[src/rtl/snake_game_ctrl_pkg.sv]
// rtl/snake_game_ctrl_pkg.sv - shared game state encoding, default constants and move-period helper
package snake_game_ctrl_pkg;

   typedef enum logic [2:0] {
      ST_START = 3'd0,
      ST_PLAY  = 3'd1,
      ST_WAIT  = 3'd2,
      ST_PAUSE = 3'd3,
      ST_WIN   = 3'd4,
      ST_OVER  = 3'd5
   } game_state_t;

   localparam int unsigned DEF_BODY_MAX  = 128;
   localparam int unsigned DEF_TICK_BASE = 10_000_000;
   localparam int unsigned DEF_TICK_STEP = 500_000;
   localparam int unsigned DEF_TICK_MIN  = 4_500_000;
   localparam int unsigned DEF_LEVELS    = 10;
   localparam int unsigned DEF_WIN_SCORE = 3;

   // max(base - lvl*step, min_p) without letting the subtraction wrap
   function automatic logic [31:0] calc_period(input logic [31:0] base,
                                               input logic [31:0] step,
                                               input logic [31:0] min_p,
                                               input logic [3:0]  lvl);
      logic [31:0] dec;
      dec = step * {28'd0, lvl};
      if (dec >= base)
         calc_period = min_p;
      else if ((base - dec) < min_p)
         calc_period = min_p;
      else
         calc_period = base - dec;
   endfunction

endpackage

[src/rtl/snake_game_ctrl_if.sv]
// rtl/snake_game_ctrl_if.sv - move request/result handshake between sequencer and datapath
interface snake_game_ctrl_if;
   logic move_req;
   logic grow;
   logic respawn;
   logic clear;
   logic move_ack;
   logic eat;
   logic hit_wall;
   logic hit_body;

   modport ctrl (
      output move_req, grow, respawn, clear,
      input  move_ack, eat, hit_wall, hit_body
   );

   modport dp (
      input  move_req, grow, respawn, clear,
      output move_ack, eat, hit_wall, hit_body
   );
endinterface

[src/rtl/snake_game_ctrl_tick_timer.sv]
// rtl/snake_game_ctrl_tick_timer.sv - level-dependent move period counter with clear, hold and expire
module snake_tick_timer
   import snake_game_ctrl_pkg::*;
#(
   parameter int unsigned TICK_BASE = DEF_TICK_BASE,
   parameter int unsigned TICK_STEP = DEF_TICK_STEP,
   parameter int unsigned TICK_MIN  = DEF_TICK_MIN
) (
   input  logic       clk,
   input  logic       rst_n,
   input  logic [3:0] i_level,
   input  logic       i_clear,
   input  logic       i_hold,
   output logic       o_expire
);

   logic [31:0] r_count;
   logic [31:0] w_period;

   assign w_period = calc_period(TICK_BASE, TICK_STEP, TICK_MIN, i_level);
   assign o_expire = !i_hold && !i_clear && (r_count == (w_period - 32'd1));

   always_ff @(posedge clk or negedge rst_n) begin
      if (!rst_n)
         r_count <= 32'd0;
      else if (i_clear || o_expire)
         r_count <= 32'd0;
      else if (!i_hold)
         r_count <= r_count + 32'd1;
   end

endmodule

[src/rtl/snake_game_ctrl.sv]
// rtl/snake_game_ctrl.sv - snake game sequencer: state, move scheduling, score/length/level
// Optional pause support is compiled in with SNAKE_PAUSE_EN.
module snake_game_ctrl
   import snake_game_ctrl_pkg::*;
#(
   parameter int unsigned TICK_BASE = DEF_TICK_BASE,
   parameter int unsigned TICK_STEP = DEF_TICK_STEP,
   parameter int unsigned TICK_MIN  = DEF_TICK_MIN,
   parameter int unsigned LEVELS    = DEF_LEVELS,
   parameter int unsigned WIN_SCORE = DEF_WIN_SCORE,
   parameter int unsigned BODY_MAX  = DEF_BODY_MAX
) (
   input  logic              clk,
   input  logic              reset_n,
   input  logic              i_start,
   input  logic              i_pause,
   snake_game_ctrl_if.ctrl   dp_if,
   output game_state_t       o_state,
   output logic [15:0]       o_score,
   output logic [6:0]        o_length,
   output logic [3:0]        o_level
);

   game_state_t r_state;
   logic        r_move_req;
   logic        r_grow;
   logic        r_respawn;
   logic        r_clear;
   logic        r_grow_pend;
   logic        r_pause_pend;
   logic [15:0] r_score;
   logic [6:0]  r_length;
   logic [3:0]  r_level;

   logic        w_pause;
   logic        w_hold;
   logic        w_expire;
   logic        w_tmr_clear;
   logic        w_ack;
   logic        w_hit;
   logic [15:0] w_score_inc;
   game_state_t w_resume;

`ifdef SNAKE_PAUSE_EN
   assign w_pause = i_pause;
`else
   logic w_unused_pause;
   assign w_unused_pause = i_pause;
   assign w_pause        = 1'b0;
`endif

   assign w_ack       = (r_state == ST_WAIT) && dp_if.move_ack;
   assign w_hit       = dp_if.hit_wall | dp_if.hit_body;
   assign w_score_inc = (r_score == 16'hFFFF) ? r_score : r_score + 16'd1;
   // a pause seen while waiting on the datapath takes effect once the move lands
   assign w_resume    = (r_pause_pend || w_pause) ? ST_PAUSE : ST_PLAY;
   assign w_hold      = (r_state != ST_PLAY) || w_pause;
   assign w_tmr_clear = ((r_state == ST_START) && i_start) ||
                        (w_ack && !w_hit && dp_if.eat);

   snake_tick_timer #(
      .TICK_BASE (TICK_BASE),
      .TICK_STEP (TICK_STEP),
      .TICK_MIN  (TICK_MIN)
   ) u_timer (
      .clk      (clk),
      .rst_n    (reset_n),
      .i_level  (r_level),
      .i_clear  (w_tmr_clear),
      .i_hold   (w_hold),
      .o_expire (w_expire)
   );

   always_ff @(posedge clk or negedge reset_n) begin
      if (!reset_n) begin
         r_state      <= ST_START;
         r_move_req   <= 1'b0;
         r_grow       <= 1'b0;
         r_respawn    <= 1'b0;
         r_clear      <= 1'b0;
         r_grow_pend  <= 1'b0;
         r_pause_pend <= 1'b0;
         r_score      <= 16'd0;
         r_length     <= 7'd0;
         r_level      <= 4'd0;
      end else begin
         r_clear   <= 1'b0;
         r_respawn <= 1'b0;
         case (r_state)
            ST_START: begin
               if (i_start) begin
                  r_state      <= ST_PLAY;
                  r_clear      <= 1'b1;
                  r_score      <= 16'd0;
                  r_length     <= 7'd0;
                  r_level      <= 4'd0;
                  r_grow_pend  <= 1'b0;
                  r_pause_pend <= 1'b0;
               end
            end
            ST_PLAY: begin
               if (w_pause) begin
                  r_state <= ST_PAUSE;
               end else if (w_expire) begin
                  r_move_req <= 1'b1;
                  r_grow     <= r_grow_pend;
                  r_state    <= ST_WAIT;
               end
            end
            ST_PAUSE: begin
               if (w_pause)
                  r_state <= ST_PLAY;
            end
            ST_WAIT: begin
               if (w_pause)
                  r_pause_pend <= 1'b1;
               if (dp_if.move_ack) begin
                  r_move_req   <= 1'b0;
                  r_grow       <= 1'b0;
                  r_pause_pend <= 1'b0;
                  if (r_grow) begin
                     r_grow_pend <= 1'b0;
                     if (r_length < 7'(BODY_MAX - 1))
                        r_length <= r_length + 7'd1;
                  end
                  // collision outranks a simultaneous eat
                  if (w_hit) begin
                     r_state <= ST_OVER;
                  end else if (dp_if.eat) begin
                     r_score     <= w_score_inc;
                     r_grow_pend <= 1'b1;
                     r_respawn   <= 1'b1;
                     if (r_level < 4'(LEVELS - 1))
                        r_level <= r_level + 4'd1;
                     r_state <= (w_score_inc >= 16'(WIN_SCORE)) ? ST_WIN : w_resume;
                  end else begin
                     r_state <= w_resume;
                  end
               end
            end
            ST_WIN, ST_OVER: begin
               if (i_start) begin
                  r_state <= ST_START;
                  r_clear <= 1'b1;
               end
            end
            default: r_state <= ST_START;
         endcase
      end
   end

   assign dp_if.move_req = r_move_req;
   assign dp_if.grow     = r_grow;
   assign dp_if.respawn  = r_respawn;
   assign dp_if.clear    = r_clear;
   assign o_state        = r_state;
   assign o_score        = r_score;
   assign o_length       = r_length;
   assign o_level        = r_level;

endmodule

[src/flat_wrapper.sv]
// flat-port wrapper written by rule: the top's interface ports become plain ports
module snake_game_ctrl_flat import snake_game_ctrl_pkg::*;
#(
   parameter int unsigned TICK_BASE = DEF_TICK_BASE,
   parameter int unsigned TICK_STEP = DEF_TICK_STEP,
   parameter int unsigned TICK_MIN  = DEF_TICK_MIN,
   parameter int unsigned LEVELS    = DEF_LEVELS,
   parameter int unsigned WIN_SCORE = DEF_WIN_SCORE,
   parameter int unsigned BODY_MAX  = DEF_BODY_MAX
)
  (clk, reset_n, i_start, i_pause, o_state, o_score, o_length, o_level, dp_if_move_req, dp_if_grow, dp_if_respawn, dp_if_clear, dp_if_move_ack, dp_if_eat, dp_if_hit_wall, dp_if_hit_body);
  snake_game_ctrl_if dp_if_i ();
  input  logic clk;
  input  logic reset_n;
  input  logic i_start;
  input  logic i_pause;
  output game_state_t o_state;
  output logic [15:0] o_score;
  output logic [6:0] o_length;
  output logic [3:0] o_level;
  output wire logic [$bits(dp_if_i.move_req)-1:0] dp_if_move_req;
  output wire logic [$bits(dp_if_i.grow)-1:0] dp_if_grow;
  output wire logic [$bits(dp_if_i.respawn)-1:0] dp_if_respawn;
  output wire logic [$bits(dp_if_i.clear)-1:0] dp_if_clear;
  input wire logic [$bits(dp_if_i.move_ack)-1:0] dp_if_move_ack;
  input wire logic [$bits(dp_if_i.eat)-1:0] dp_if_eat;
  input wire logic [$bits(dp_if_i.hit_wall)-1:0] dp_if_hit_wall;
  input wire logic [$bits(dp_if_i.hit_body)-1:0] dp_if_hit_body;
  assign dp_if_move_req = dp_if_i.move_req;
  assign dp_if_grow = dp_if_i.grow;
  assign dp_if_respawn = dp_if_i.respawn;
  assign dp_if_clear = dp_if_i.clear;
  assign dp_if_i.move_ack = dp_if_move_ack;
  assign dp_if_i.eat = dp_if_eat;
  assign dp_if_i.hit_wall = dp_if_hit_wall;
  assign dp_if_i.hit_body = dp_if_hit_body;
  snake_game_ctrl #(.TICK_BASE(TICK_BASE), .TICK_STEP(TICK_STEP), .TICK_MIN(TICK_MIN), .LEVELS(LEVELS), .WIN_SCORE(WIN_SCORE), .BODY_MAX(BODY_MAX)) u_core (.clk(clk), .reset_n(reset_n), .i_start(i_start), .i_pause(i_pause), .dp_if(dp_if_i), .o_state(o_state), .o_score(o_score), .o_length(o_length), .o_level(o_level));
endmodule
[config.mk]
export PLATFORM = sky130hd
export DESIGN_NAME = snake_game_ctrl_flat
export DESIGN_NICKNAME = d
export VERILOG_FILES = /design/src/rtl/snake_game_ctrl_pkg.sv /design/src/rtl/snake_game_ctrl_if.sv /design/src/rtl/snake_game_ctrl_tick_timer.sv /design/src/rtl/snake_game_ctrl.sv /design/src/flat_wrapper.sv
export SDC_FILE = /design/constraint.sdc
export NUM_CORES = 1
export LEC_CHECK = 0
export BUFFER_PORTS_ARGS = -buffer_cell sky130_fd_sc_hd__buf_2
export CORE_UTILIZATION = 45
export CTS_CLUSTER_SIZE = 12
export DETAILED_ROUTE_END_ITERATION = 8
export SLEW_MARGIN = 30
export SYNTH_ARGS = -nofsm -noshare
export SYNTH_HDL_FRONTEND = slang
export SYNTH_SLANG_ARGS = --single-unit
export TNS_END_PERCENT = 20
[constraint.sdc]
create_clock -name clk -period 14.46 [get_ports clk]
set_input_delay 2.892 -clock clk [delete_from_list [all_inputs] [get_ports clk]]
set_output_delay 2.892 -clock clk [all_outputs]
set_load 0.01 [all_outputs]
# [Yosys cells after proc, flatten, opt, wreduce, memory -nomap -nowiden]
# Cells that the tools add are included.
[totals] regBits=68 inputBits=8 output_inout_bits=34 elab_cells=111
[op_classes] n_addsub=6 mul=1 magnitude_cmp=4 n_eq_ne=18 mux=47 bitwise_logic=2 reduce_logical=22
[op_table] operator="2-to-1 mux 32 bit" count=3
[op_table] operator="2-to-1 mux 16 bit" count=5
[op_table] operator="adder 32 x 1 -> 32 bit, second input constant" count=1
[op_table] operator="equality test 32 bit" count=1
[op_table] operator="less-than comparator 32 x 23 -> 1 bit, second input constant" count=1
[op_table] operator="case mux 16 bit (2 select lines)" count=1
[op_table] operator="subtractor 32 x 1 -> 32 bit, second input constant" count=1
[op_table] operator="2-to-1 mux 7 bit" count=4
[op_table] operator="subtractor 24 x 23 -> 25 bit, first input constant" count=1
[op_table] operator="2-to-1 mux 3 bit" count=7
[op_table] operator="2-to-1 mux 4 bit" count=5
[op_table] operator="multiplier 14 x 4 -> 18 bit, first input constant" count=1
[op_table] operator="adder 16 x 1 -> 16 bit, second input constant" count=1
[op_table] operator="equality test 16 bit, second input constant" count=1
[op_table] operator=">= comparator 16 x 2 -> 1 bit, second input constant" count=1
[op_table] operator="!= test 2 bit, second input constant" count=8
[op_table] operator="case mux 3 bit (5 select lines)" count=1
[op_table] operator="AND reduction 5 bit" count=3
[op_table] operator="2-to-1 mux 1 bit" count=14
[op_table] operator="case mux 7 bit (2 select lines)" count=1
[op_table] operator="case mux 1 bit (2 select lines)" count=4
[op_table] operator="case mux 4 bit (2 select lines)" count=1
[op_table] operator="adder 7 x 1 -> 7 bit, second input constant" count=1
[op_table] operator="less-than comparator 7 bit, second input constant" count=1
[op_table] operator="other kinds (19)" count=32

# [Longest topological paths before layout]
[logic_depth] ltp_word=10 depth_mapped=28 depth_no_buf=25

# [By module]
# A second synthesis with hierarchy kept.
[unflattened] hier_cells=650 area_unflattened_um2=5649.2
[modules_own_cells] module="snake_tick_timer" n_inst=1 cells_per_inst=391 area_per_inst_um2=3435.8 seq_area_each_um2=800.8
[modules_own_cells] module="snake_game_ctrl" n_inst=1 cells_per_inst=259 area_per_inst_um2=2213.4 seq_area_each_um2=875.8

# [Worst setup path before layout]
# Ideal clock, no wire load.
[synth_timing] path_kind="register to register" start="reg u_core.r_level[1] (netlist: u_core.o_level[1])" end="reg u_core.u_timer.r_count[10]" setup_time_ns=0.141 t_arrival_ns=6.744 required_ns=14.319 path_slack_ns=7.575 stages_incl_launch_ff=28 n_path_buf=3 period_less_slack_ns=6.885 path_cell_list="dfrtp_1 > inv_1 > ha_1 > inv_1 > fa_1 > inv_1 > fa_1 > nand2b_1 > a21oi_2 > xor2_1 > o211ai_1 > and4_4 > and3_1 > buf_6 > o21ai_4 > nand2_1 > ha_1 > nand3_1 > a2bb2oi_1 > a211oi_2 > and3_1 > clkbuf_4 > nor4_1 > o21ai_2 > a2111o_1 > a2111oi_4 > buf_6 > nor3_2"
[synth_via] elab_chain_cells=9 elab_cells_between_ends=10 classes_between="2 x add/sub; 1 x mul; 1 x order compare; 2 x eq/ne; 2 x mux; 2 x reduce/logical"
[synth_rtl] element="from (decl)" line="snake_game_ctrl.sv:33" source="logic [3:0] r_level;"
[synth_rtl] element="from (signal assigned)" line="snake_game_ctrl.sv:134" source="r_level <= r_level + 4'd1;"
[synth_rtl] element="multiplier 14 x 4 -> 18 bit (*)" line="snake_game_ctrl_pkg.sv:26" source="dec = step * {28'd0, lvl};"
[synth_rtl] element="subtractor 24 x 23 -> 25 bit (*)" line="snake_game_ctrl_pkg.sv:29, snake_game_ctrl_pkg.sv:32"
[synth_rtl] element="less-than comparator 32 x 23 -> 1 bit" line="snake_game_ctrl_pkg.sv:29" source="else if ((base - dec) < min_p)"
[synth_rtl] element="2-to-1 mux 32 bit (*)" line="snake_game_ctrl_pkg.sv:29"
[synth_rtl] element="subtractor 32 x 1 -> 32 bit (*)" line="snake_game_ctrl_tick_timer.sv:21" source="assign o_expire = !i_hold && !i_clear && (r_count == (w_period - 32'd1));"
[synth_rtl] element="equality test 32 bit (*)" line="snake_game_ctrl_tick_timer.sv:21"
[synth_rtl] element="logical AND 1 bit (*)" line="snake_game_ctrl_tick_timer.sv:21"
[synth_rtl] element="logical OR 1 bit (*)" line="snake_game_ctrl_tick_timer.sv:26" source="else if (i_clear || o_expire)"
[synth_rtl] element="!= test 2 x 1 -> 1 bit (no source line) / 2-to-1 mux 32 bit (equally long branches)"
[synth_rtl] element="to (signal assigned)" line="snake_game_ctrl_tick_timer.sv:29" source="r_count <= r_count + 32'd1;"
[synth_rtl] element="to (decl)" line="snake_game_ctrl_tick_timer.sv:17" source="logic [31:0] r_count;"
# Every way passes the cells marked *; elsewhere a longest branch is shown, timed or not.
# A chain may end at the register's enable or synchronous reset.

# [Final worst setup path]
[layout_timing] start="reg u_core.r_level[1] (netlist: u_core.o_level[1])" end="reg u_core.r_grow (netlist: u_core.dp_if.grow)"
[layout_via] elab_chain_cells=9
[layout_rtl] element="multiplier 14 x 4 -> 18 bit (*)" line="snake_game_ctrl_pkg.sv:26"
[layout_rtl] element="subtractor 24 x 23 -> 25 bit (*)" line="snake_game_ctrl_pkg.sv:29, snake_game_ctrl_pkg.sv:32"
[layout_rtl] element="less-than comparator 32 x 23 -> 1 bit" line="snake_game_ctrl_pkg.sv:29"
[layout_rtl] element="2-to-1 mux 32 bit (*)" line="snake_game_ctrl_pkg.sv:29"
[layout_rtl] element="subtractor 32 x 1 -> 32 bit (*)" line="snake_game_ctrl_tick_timer.sv:21"
[layout_rtl] element="equality test 32 bit (*)" line="snake_game_ctrl_tick_timer.sv:21"
[layout_rtl] element="logical AND 1 bit (*)" line="snake_game_ctrl_tick_timer.sv:21"
[layout_rtl] element="!= test 2 bit (no source line) (*)"
[layout_rtl] element="AND reduction 3 bit (no source line) (*)"
[layout_rtl] element="to (signal assigned)" line="snake_game_ctrl.sv:106" source="r_grow <= r_grow_pend;"
[layout_rtl] element="to (decl)" line="snake_game_ctrl.sv:26" source="logic r_grow;"
# Marks and branches as above.

==> out/metrics.yaml <==
run_status:
  status: "completed"
synth:
  synth.avg_cell_area_sq_um: 8.70
  yosysWarnings: 0
  synth_cell_types: 93
  yosys-top-cells-area: "dfrtp_1 26%, xnor2_1 5.2%, xor2_1 5.1%"
  synth-edff-count: 0
  synth_top_area_share_pct: 26.2
  synth_largest_area_cell: "dfrtp_1"
  synth_cells: 734
  synth_ff_type: "dfrtp_1"
  synth_area_sq_mm: 0.00639
  ys_seq_area_share_pct: 26.2
  syn_nets: 772
  ys_seq_elements: 67
  async_flop_share_pct: 100
routing:
  dr.pass1.iters: 5
  drt_iter0_drc: 354
  wl_microns: 16100
  viasPerCell: 6.00
  wl_per_cell_microns: 17.1
  vias: 5649
  antenna_left: 0
  drcViolationCount: 0
sta:
  slew_headroom_pct: 46.9
  skew_ns: 0.0106
  setup_slack_ns: 6.01
  report.final.slew_viol_count: 0
  fin_crit_ns: 8.45
  fin_tns_setup_ns: 0
  setup_viol: 0
  max_freq_mhz: 118
  hold_violations: 0
  fin_crit_sh_pct: 58.5
  tightest_slew_ns: 0.796
  rsz0062_at_grt: "no"
global_routing:
  grt_pass1_wl_microns: 27300
  grt_pass1_vias: 5408
  grt-ovfl-total: 0
  antenna_found_initial: 0
  grt_max_degree: 68
  track_usage_pct: 23.2
power:
  peakVddDrop_mv: 0.0722
  p_per_area_mw_per_mm2: 81.2
  seq_power_share_pct: 40.9
  power.switching_mw: 0.182
  switching_share_pct: 32.5
  clockPowerShare_pct: 36.8
  pwr-share-comb_pct: 22.3
  p_int_mw: 0.378
  leakage_nw: 2.77
  total_power_mw: 0.559
critical_path:
  r2r_setup_slack_ns: 6.01
  startpoint_type: "register"
  r2r-start: "u_core.o_level[1]$_DFFE_PN0P_"
  cp-startpoint: "u_core.o_level[1]$_DFFE_PN0P_"
  critPathMaxFanout: 36
  cp.required_ns: 14.71
  reg2regPathDepth: 26
  r2r-end: "u_core.dp_if.grow$_DFFE_PN0P_"
  crit_type: "register to register"
  critPathArrivalTime_ns: 8.70
  end_kind: "register"
cells_and_area:
  drive_gt1_share_pct: 17.7
  final_cells: 942
  final_common_cell: "dfrtp_1"
  final_cell_mix: "67 x dfrtp_1, 64 x nand2_1, 62 x nor2_1"
  nNetsFinal: 795
  stdcell_area_sq_mm: 0.00689
  syn2layout_area_growth_pct: 7.84
  diodes: 0
worst_hold_path:
  min_path_type: "register to register"
  hold-path-cell-count: 1
  worstHoldEndpoint: "u_core.dp_if.move_req$_DFFE_PN0P_"
  hold_start: "u_core.dp_if.move_req$_DFFE_PN0P_"
floorplan:
  coreArea_sq_mm: 0.0139
  die_area_sq_mm: 0.0147
  rows: 43
  die_w_microns: 121
  die_y_microns: 121
  ios: 42
  start_util_pct: 46.0
clocking:
  cts.clk_slew.worst_paths_ns: 0.06
  post-cts-setup-buffers: 0
  clock_latency_ns: 0.33
  clock_sinks: 67
  postCtsResizedCells: 0
  ctsHoldBuffers: 0
  root_buffer: "clkbuf_16"
  clk_path_buf_depth: 2
  cts_tree: "done"
  htree_levels: 3
  numCtsBuffers: 9
placement:
  dp_cells: 926
  dp_hpwl_microns: 11800
  gp_congestion: 0.868
  portBuffers: 40
  place_ws_ns: 6.14
  place_area_sq_mm: 0.00660
flow_run:
  maxCapViolCount: 0
## cell usage after synthesis (all sizes together), types with 3 or more instances
cell,instances
nor3b,5
inv,26
xnor2,40
or4,6
dlygate4sd3,3
o21ai,38
o31ai,9
nor3,48
o211a,3
nor4b,3
nand3,39
or2,4
a21oi,25
mux2,5
mux2i,7
and4,7
a311oi,4
fa,5
a211oi,12
ha,25
nand2,64
o21a,6
clkbuf,15
nand2b,11
a221oi,3
and3,10
nor2,63
o2111ai,5
a31oi,12
a2111oi,5
o32ai,3
or3,8
and2,8
nor2b,7
xor2,37
dfrtp,67
a2111o,3
a211o,3
a21boi,5
nand4,23
o211ai,8
nor4,9
buf,14
## worst max-delay path, stage by stage, from the launching register on
cell       delay [ns]
dfrtp_1          0.67
inv_1            0.23
ha_1             0.34
inv_1            0.05
fa_1             0.54
inv_1            0.07
fa_1             0.45
nand2b_1         0.17
a21oi_2          0.28
xor2_1           0.65
a31oi_4          0.23
xnor2_2          0.26
a31oi_1          0.50
nor2_1           0.23
nor2_1           0.15
ha_1             0.29
nand3_1          0.11
a2bb2oi_1        0.22
a211oi_2         0.39
and3_1           0.36
a21oi_1          0.11
a211oi_1         0.26
o311ai_0         0.22
a2111o_1         0.44
a2111oi_4        0.32
buf_4            0.53
mux2i_1          0.26
## power groups by stage
stage	registers (mW)	logic, mW	clock network [mW]
detailed placement	0.232	0.123	0
global route	0.232	0.140	0.218
finish	0.229	0.125	0.206
floorplan	0.220	0.106	0
CTS	0.229	0.124	0.210
global placement	0.231	0.120	0
## registers in the layout, indices dropped and copies added (netlist names)
register                count
u_core.dp_if.clear          1
u_core.dp_if.grow           1
u_core.u_timer.r_count     32
u_core.dp_if.respawn        1
u_core.o_score             16
u_core.o_level              4
u_core.dp_if.move_req       1
u_core.o_length             7
u_core.o_state              3
u_core.r_grow_pend          1
## metrics by stage
stage                     util, %  hold slack [ns]
after CTS                    49.6            0.488
after floorplan                 -            0.490
after global routing         49.6            0.495
final                        49.6            0.485
after detailed placement     47.6            0.475
after global placement       47.6            0.471
## layout make-up
cell class | count | area [sq um]
fill | 1358 | 6990
multi-input combinational | 609 | 4370
sequential | 67 | 1680
clock buffer | 11 | 243
timing repair buffer | 44 | 234
tap | 180 | 225
inverter | 26 | 97.6
clock inverter | 5 | 37.5
## routing by layer
| layer | global-route usage (%) | share of wire [%] | up-vias |
|---|---|---|---|
| met5 | 0 | 0 | - |
| met2 | 36.9 | 47 | 136 |
| met3 | 3.85 | 4.0 | 19 |
| li1 | - | - | 2758 |
| met1 | 32.3 | 48 | 2736 |
| met4 | 6.56 | 1.5 | 0 |
## cells by family after synthesis
logic type	synth area share, %
AOI/OAI and AO/OA	20.3
xor gates and xnor gates	10.8
DFF	26.2
and+or+nand+nor	28.7
buffers and inverters	5.31
adders and majority gates	6.46
muxes	2.17
## worst max-delay path by stage
stage,to,slack (ns),depth (start not counted)
after floorplan,u_core.u_timer.r_count[10]$_DFFE_PN0P_,7.58,27
after global placement,u_core.dp_if.grow$_DFFE_PN0P_,6.24,26
after detailed placement,u_core.dp_if.grow$_DFFE_PN0P_,6.14,26
after CTS,u_core.dp_if.grow$_DFFE_PN0P_,6.08,26
after global routing,u_core.dp_if.grow$_DFFE_PN0P_,5.33,26
final,u_core.dp_if.grow$_DFFE_PN0P_,6.01,26
Note: power is estimated with default switching activity, not from simulation.
